### config.mk
export PLATFORM = sky130hd
export DESIGN_NAME = id_exe_stage
export DESIGN_NICKNAME = d
export VERILOG_FILES = /design/src/rtl/id_exe_stage_pkg.sv /design/src/rtl/id_exe_refresh.sv /design/src/rtl/id_exe_stage.sv
export SDC_FILE = /design/constraint.sdc
export NUM_CORES = 1
export LEC_CHECK = 0
export CORE_MARGIN = 2
export CORE_UTILIZATION = 36
export DETAILED_ROUTE_END_ITERATION = 8
export GPL_TIMING_DRIVEN = 0
export PLACE_DENSITY = 0.82
export SLEW_MARGIN = 20
export SYNTH_ARGS = -nofsm -noshare
export SYNTH_HDL_FRONTEND = slang
export SYNTH_SLANG_ARGS = --single-unit
### constraint.sdc
create_clock -name clk -period 1.7 [get_ports clk]
set_clock_uncertainty 0.15 [all_clocks]
set_input_delay 0.255 -clock clk [delete_from_list [all_inputs] [get_ports clk]]
set_output_delay 0.255 -clock clk [all_outputs]
set_load 0.01 [all_outputs]
### src/rtl/id_exe_stage_pkg.sv
// id_exe_stage_pkg
// Shared CPU constants used by the decoder, the hazard unit and the ID/EXE
// pipeline register: default datapath widths, the "no write" / "no access"
// bubble encodings and the bit layout of the packed execute-control bus.
package id_exe_stage_pkg;

  localparam int DEF_DATA_W = 16;
  localparam int DEF_REG_W  = 4;
  localparam int DEF_CTRL_W = 8;
  localparam int DEF_MEM_W  = 2;

  // Bubble encodings are all ones so that a cleared decoder field never
  // aliases a real register (r0 is a legal destination) or a real access.
  localparam logic [DEF_REG_W-1:0] NOP_REG_CODE = '1;
  localparam logic [DEF_MEM_W-1:0] NOP_MEM_CODE = '1;

  // Execute-control bus layout, LSB first.
  localparam int CTRL_ALUOP_LSB = 0;
  localparam int CTRL_ALUOP_W   = 4;
  localparam int CTRL_BR_LSB    = 4;
  localparam int CTRL_BR_W      = 2;
  localparam int CTRL_JUMP_BIT  = 6;
  localparam int CTRL_JBSEL_BIT = 7;

  typedef struct packed {
    logic       jb_sel;
    logic       jump;
    logic [1:0] br;
    logic [3:0] aluop;
  } ctrl_t;

endpackage

### src/rtl/id_exe_refresh.sv
// id_exe_refresh
// Combinational operand select for one source operand of the ID/EXE stage.
// Replaces the operand with the late writeback value when that writeback
// targets the operand's source register.
// Ports:
//   fwd_en / fwd_reg / fwd_data : late writeback result of this cycle
//   src_reg                     : source register index being matched
//   base_data                   : operand value used when there is no hit
//   data                        : selected operand value
module id_exe_refresh
  import id_exe_stage_pkg::*;
#(
  parameter int                DATA_W  = DEF_DATA_W,
  parameter int                REG_W   = DEF_REG_W,
  parameter logic [REG_W-1:0]  NOP_REG = '1
) (
  input  logic              fwd_en,
  input  logic [REG_W-1:0]  fwd_reg,
  input  logic [DATA_W-1:0] fwd_data,
  input  logic [REG_W-1:0]  src_reg,
  input  logic [DATA_W-1:0] base_data,
  output logic [DATA_W-1:0] data
);

  // A writeback to NOP_REG is not a real write and must never match,
  // even if an instruction happens to carry the NOP code as a source.
  logic hit;
  assign hit  = fwd_en && (fwd_reg != NOP_REG) && (fwd_reg == src_reg);
  assign data = hit ? fwd_data : base_data;

endmodule

### src/rtl/id_exe_stage.sv
// id_exe_stage
// ID/EXE pipeline register. Captures decoded operands and control on the
// falling clock edge, supports stall (hold), flush (bubble insertion) and
// refresh of held operands from a late writeback.
// Ports:
//   clk, rst (sync, active-low), stall, flush
//   *_in  : decoded instruction fields; *_out : registered copies
//   valid_in / valid_out : instruction is real
//   fwd_en / fwd_reg / fwd_data : late writeback result this cycle
//   hold_cnt : consecutive stall edges, saturating at 255
module id_exe_stage
  import id_exe_stage_pkg::*;
#(
  parameter int                DATA_W  = DEF_DATA_W,
  parameter int                REG_W   = DEF_REG_W,
  parameter int                CTRL_W  = DEF_CTRL_W,
  parameter int                MEM_W   = DEF_MEM_W,
  parameter logic [REG_W-1:0]  NOP_REG = '1,
  parameter logic [MEM_W-1:0]  NOP_MEM = '1
) (
  input  logic              clk,
  input  logic              rst,
  input  logic              stall,
  input  logic              flush,
  input  logic              valid_in,
  input  logic [DATA_W-1:0] rdata1_in,
  input  logic [DATA_W-1:0] rdata2_in,
  input  logic [REG_W-1:0]  rreg1_in,
  input  logic [REG_W-1:0]  rreg2_in,
  input  logic [REG_W-1:0]  wreg_in,
  input  logic [DATA_W-1:0] imme_in,
  input  logic [DATA_W-1:0] pc_in,
  input  logic [CTRL_W-1:0] ctrl_in,
  input  logic [MEM_W-1:0]  mem_in,
  input  logic              wb_in,
  input  logic              fwd_en,
  input  logic [REG_W-1:0]  fwd_reg,
  input  logic [DATA_W-1:0] fwd_data,
  output logic [DATA_W-1:0] rdata1_out,
  output logic [DATA_W-1:0] rdata2_out,
  output logic [REG_W-1:0]  rreg1_out,
  output logic [REG_W-1:0]  rreg2_out,
  output logic [REG_W-1:0]  wreg_out,
  output logic [DATA_W-1:0] imme_out,
  output logic [DATA_W-1:0] pc_out,
  output logic [CTRL_W-1:0] ctrl_out,
  output logic [MEM_W-1:0]  mem_out,
  output logic              wb_out,
  output logic              valid_out,
  output logic [7:0]        hold_cnt
);

  // While stalled the held operand is refreshed against the held source
  // index; otherwise the incoming operand is written through against the
  // incoming index. The same select block serves both cases.
  logic [REG_W-1:0]  src1, src2;
  logic [DATA_W-1:0] base1, base2, sel1, sel2;

  assign src1  = stall ? rreg1_out  : rreg1_in;
  assign src2  = stall ? rreg2_out  : rreg2_in;
  assign base1 = stall ? rdata1_out : rdata1_in;
  assign base2 = stall ? rdata2_out : rdata2_in;

  id_exe_refresh #(.DATA_W(DATA_W), .REG_W(REG_W), .NOP_REG(NOP_REG)) u_refresh1 (
    .fwd_en    (fwd_en),
    .fwd_reg   (fwd_reg),
    .fwd_data  (fwd_data),
    .src_reg   (src1),
    .base_data (base1),
    .data      (sel1)
  );

  id_exe_refresh #(.DATA_W(DATA_W), .REG_W(REG_W), .NOP_REG(NOP_REG)) u_refresh2 (
    .fwd_en    (fwd_en),
    .fwd_reg   (fwd_reg),
    .fwd_data  (fwd_data),
    .src_reg   (src2),
    .base_data (base2),
    .data      (sel2)
  );

  // The stage updates on the falling edge so EXE sees stable operands for
  // the whole high phase. Priority: reset, stall, flush, load.
  always_ff @(negedge clk) begin
    if (!rst) begin
      rdata1_out <= '0;
      rdata2_out <= '0;
      rreg1_out  <= '0;
      rreg2_out  <= '0;
      wreg_out   <= NOP_REG;
      imme_out   <= '0;
      pc_out     <= '0;
      ctrl_out   <= '0;
      mem_out    <= NOP_MEM;
      wb_out     <= 1'b0;
      valid_out  <= 1'b0;
      hold_cnt   <= 8'd0;
    end else if (stall) begin
      rdata1_out <= sel1;
      rdata2_out <= sel2;
      if (hold_cnt != 8'hFF) begin
        hold_cnt <= hold_cnt + 8'd1;
      end
    end else begin
      rdata1_out <= sel1;
      rdata2_out <= sel2;
      rreg1_out  <= rreg1_in;
      rreg2_out  <= rreg2_in;
      imme_out   <= imme_in;
      pc_out     <= pc_in;
      ctrl_out   <= ctrl_in;
      hold_cnt   <= 8'd0;
      // A flushed instruction keeps its data fields for debug visibility
      // but loses every side effect.
      if (flush) begin
        wreg_out  <= NOP_REG;
        mem_out   <= NOP_MEM;
        wb_out    <= 1'b0;
        valid_out <= 1'b0;
      end else begin
        wreg_out  <= wreg_in;
        mem_out   <= mem_in;
        wb_out    <= wb_in;
        valid_out <= valid_in;
      end
    end
  end

endmodule
==> impl_metrics.json <==
{
  "pre_cts_ws_ps": -1410,
  "final-setup-viol-count": 184,
  "final_cells": 909,
  "crit_path_frequent_cell": "buf_12",
  "clockBufferDepth": 2,
  "whs_path_depth": 2,
  "slew_violations": 0,
  "critPathMaxStageDelay_ps": 250,
  "hold_viol": 0,
  "path_depth": 9,
  "netlist_instances": 383,
  "place_area_um2": 6300,
  "place_congestion": 0.782,
  "grt_pass1_wl_um": 24500,
  "drive_gt1_frac": 0.518,
  "nNetsFinal": 878,
  "cts_max_level": 3,
  "p_seq_frac": 0.359,
  "fin_tns_setup_ps": -76480,
  "cp_cell_sequence": "buf_12, buf_12, mux2i_4, xor2_1, nand3_2, buf_4, clkbuf_8, o31ai_4, a21oi_2",
  "ant_nets": 0,
  "antenna_found_initial": 0,
  "diodes": 0,
  "tightest_slew_ps": 1140,
  "min-delay-start": "mem_out[0]",
  "synth.avg_cell_area_um2": 10.5,
  "startpoint": "stall",
  "viasPerCell": 5.08,
  "io_buffers": 206,
  "cts_root_buffer": "clkbuf_8",
  "finalPower_mw": 7.03,
  "criticalPathCategory": "input port to flop",
  "rsz0062_at_grt": "yes",
  "grt_max_degree": 16,
  "grt-ovfl-total": 0,
  "regArea_um2": 2060,
  "critPathSlowestCell": "mux2i_4",
  "synth_nets": 497,
  "cts.sinks": 96,
  "clk_latency_ps": 430,
  "io_pins": 209,
  "max-slew-margin-rel": 0.242,
  "via_count": 4615,
  "critPathTopFamily": "buffers and inverters",
  "p_int_mw": 4.62,
  "fin_util": 0.801,
  "violations": "negative setup slack",
  "areaGrowthSynthToFinish_pct": 117,
  "peakVddDrop_uv": 675,
  "comb_power_share": 0.234,
  "cp.required_ps": 1000,
  "cp-end-kind": "flop",
  "power_leakage_nw": 3.93,
  "cts_tree": "done",
  "status": "finished with violations",
  "fill_cells": 603,
  "drtPass1Iterations": 5,
  "routedWlPerCell_um": 19.7,
  "die_y_um": 109,
  "p_per_area_nw_per_um2": 810,
  "crit_arrival_ps": 1710,
  "ys_seq_area_frac": 0.480,
  "wl_um": 17900,
  "rows": 38,
  "synth_cell_types": 29,
  "cp_max_fo": 10,
  "dieWidth_um": 109,
  "drtIter0Drc": 210,
  "final_area_um2": 8690,
  "track_usage": 0.269,
  "grt_pass1_vias": 5045,
  "hpwl_um": 9460,
  "core_area_um2": 10800,
  "dieArea_um2": 12000,
  "cts.hold.buffers_added": 0,
  "switchingPower_mw": 2.41,
  "dpl.cell_count": 729,
  "yosysWarnings": 0,
  "swShare": 0.342,
  "synth_area_um2": 4010,
  "rr_worst_depth": 7,
  "start_util": 0.370,
  "path_clk_slew_ps": 50,
  "ys_seq_elements": 96,
  "drc": 0,
  "max_cap_violations": 0,
  "hold_slack_ps": 358,
  "cp-start-kind": "input port",
  "path_buf_inv": 4,
  "finalWorstSetupSlack_ps": -710,
  "cts_inserted_buffers": 9,
  "multi_input_area_um2": 2660,
  "clockPowerShare": 0.407,
  "hp-class": "flop to flop",
  "rr_startpoint": "hold_cnt[4]"
}
==> what timing repair did <==
item / in CTS / in global routing
setup buffers: 47 / 19
pin swaps: 25 / 24
setup endpoints to repair: 186 / 181
resized for setup: 734 / 50
gates cloned: 5 / 3
==> synthesized netlist by cell type, drive strengths merged <==
master / instances / area share
dfxtp: 96 / 0.48
mux2i: 82 / 0.20
nor2b: 50 / 0.078
a21oi: 32 / 0.041
o31ai: 32 / 0.060
clkbuf: 20 / 0.019
xor2: 11 / 0.024
nor2: 10 / 0.0094
buf: 9 / 0.020
nand2: 8 / 0.0075
nand3: 8 / 0.015
o22ai: 6 / 0.0094
nand4: 3 / 0.0047
or2: 3 / 0.0047
a22oi: 2 / 0.0037
and3: 2 / 0.0031
inv: 2 / 0.0019
a211oi: 1 / 0.0019
a21boi: 1 / 0.0019
ha: 1 / 0.0031
nand2b: 1 / 0.0016
o21ai: 1 / 0.0012
or4b: 1 / 0.0025
xnor2: 1 / 0.0022
==> cell families after synthesis <==
| logic type | synth area share |
|---|---|
| AO/OA/AOI/OAI | 0.119 |
| multiplexers | 0.205 |
| XOR/XNOR | 0.0262 |
| adder cells (fa/ha/maj) | 0.00312 |
| AND/OR/NAND/NOR | 0.126 |
| flip-flops | 0.480 |
| buffers and inverters | 0.0406 |
==> placed cells by master (no fill, tap or decap), types with 3 or more instances in the layout <==
| cell | synthesis | layout |
|---|---|---|
| dfxtp_4 | 0 | 7 |
| buf_4 | 0 | 55 |
| nor2b_1 | 50 | 50 |
| nor2_1 | 10 | 3 |
| nor2_2 | 0 | 6 |
| a21oi_2 | 1 | 30 |
| mux2i_1 | 82 | 70 |
| inv_4 | 0 | 3 |
| o22ai_2 | 0 | 5 |
| buf_8 | 0 | 6 |
| clkbuf_1 | 20 | 4 |
| clkbuf_2 | 0 | 4 |
| buf_2 | 1 | 3 |
| clkbuf_16 | 0 | 7 |
| inv_1 | 2 | 96 |
| o31ai_4 | 0 | 27 |
| buf_12 | 0 | 4 |
| bufinv_16 | 0 | 3 |
| clkbuf_8 | 0 | 13 |
| nand3_1 | 4 | 4 |
| mux2i_2 | 0 | 4 |
| xor2_1 | 11 | 11 |
| nand4_1 | 3 | 3 |
| buf_6 | 6 | 104 |
| clkdlybuf4s50_1 | 0 | 97 |
| dfxtp_2 | 0 | 88 |
| o31ai_2 | 0 | 4 |
| dlygate4sd2_1 | 0 | 13 |
| nand2_1 | 8 | 7 |
| mux2i_4 | 0 | 8 |
| nand3_2 | 4 | 4 |
==> area by class of cell <==
class / instances / area share
well taps: 140 / 0.0202
plain buffers: 28 / 0.0409
clock inverters: 103 / 0.0549
repair buffers: 276 / 0.326
flip-flops and latches: 96 / 0.237
clock buffers: 9 / 0.0143
multi-input cells: 256 / 0.306
inverters: 1 / 0.000720
==> registers in the layout, indices dropped and copies added, names as in the netlist <==
| name | count |
|---|---|
| rdata1_out | 16 |
| rdata2_out | 16 |
| valid_out | 1 |
| ctrl_out | 8 |
| hold_cnt | 8 |
| wb_out | 1 |
| imme_out | 16 |
| pc_out | 16 |
| mem_out | 2 |
| wreg_out | 4 |
| rreg1_out | 4 |
| rreg2_out | 4 |
==> power by group through the flow <==
stage | Clock, mW | Combinational, mW | Sequential, mW
after global placement | 0.345 | 1.08 | 2.50
after CTS | 2.80 | 1.48 | 2.52
after global routing | 3.17 | 1.72 | 2.53
after floorplan | 0.345 | 0.398 | 2.57
final | 2.86 | 1.64 | 2.53
after detailed placement | 0.345 | 1.10 | 2.51
==> final timing paths <==
check	to	slack, ps
setup / recovery	rdata2_out[9]	-710
hold / removal	mem_out[0]	360
setup reg to reg	hold_cnt[7]	-340
hold reg to reg	mem_out[0]	360
==> tightest hold or removal path: stages (launching register included) <==
cell     delay, ps
dfxtp_2        330
o22ai_2         80
nand2_1         60
==> routing by layer <==
| metal | routed length, µm | GRT usage | vias to the layer above |
|---|---|---|---|
| li1 | - | - | 2117 |
| met1 | 6280 | 0.248 | 2169 |
| met2 | 9370 | 0.477 | 261 |
| met3 | 1490 | 0.120 | 68 |
| met4 | 803 | 0.178 | 0 |
| met5 | 0 | 0 | - |
Note: power is estimated with default switching activity, not from simulation.
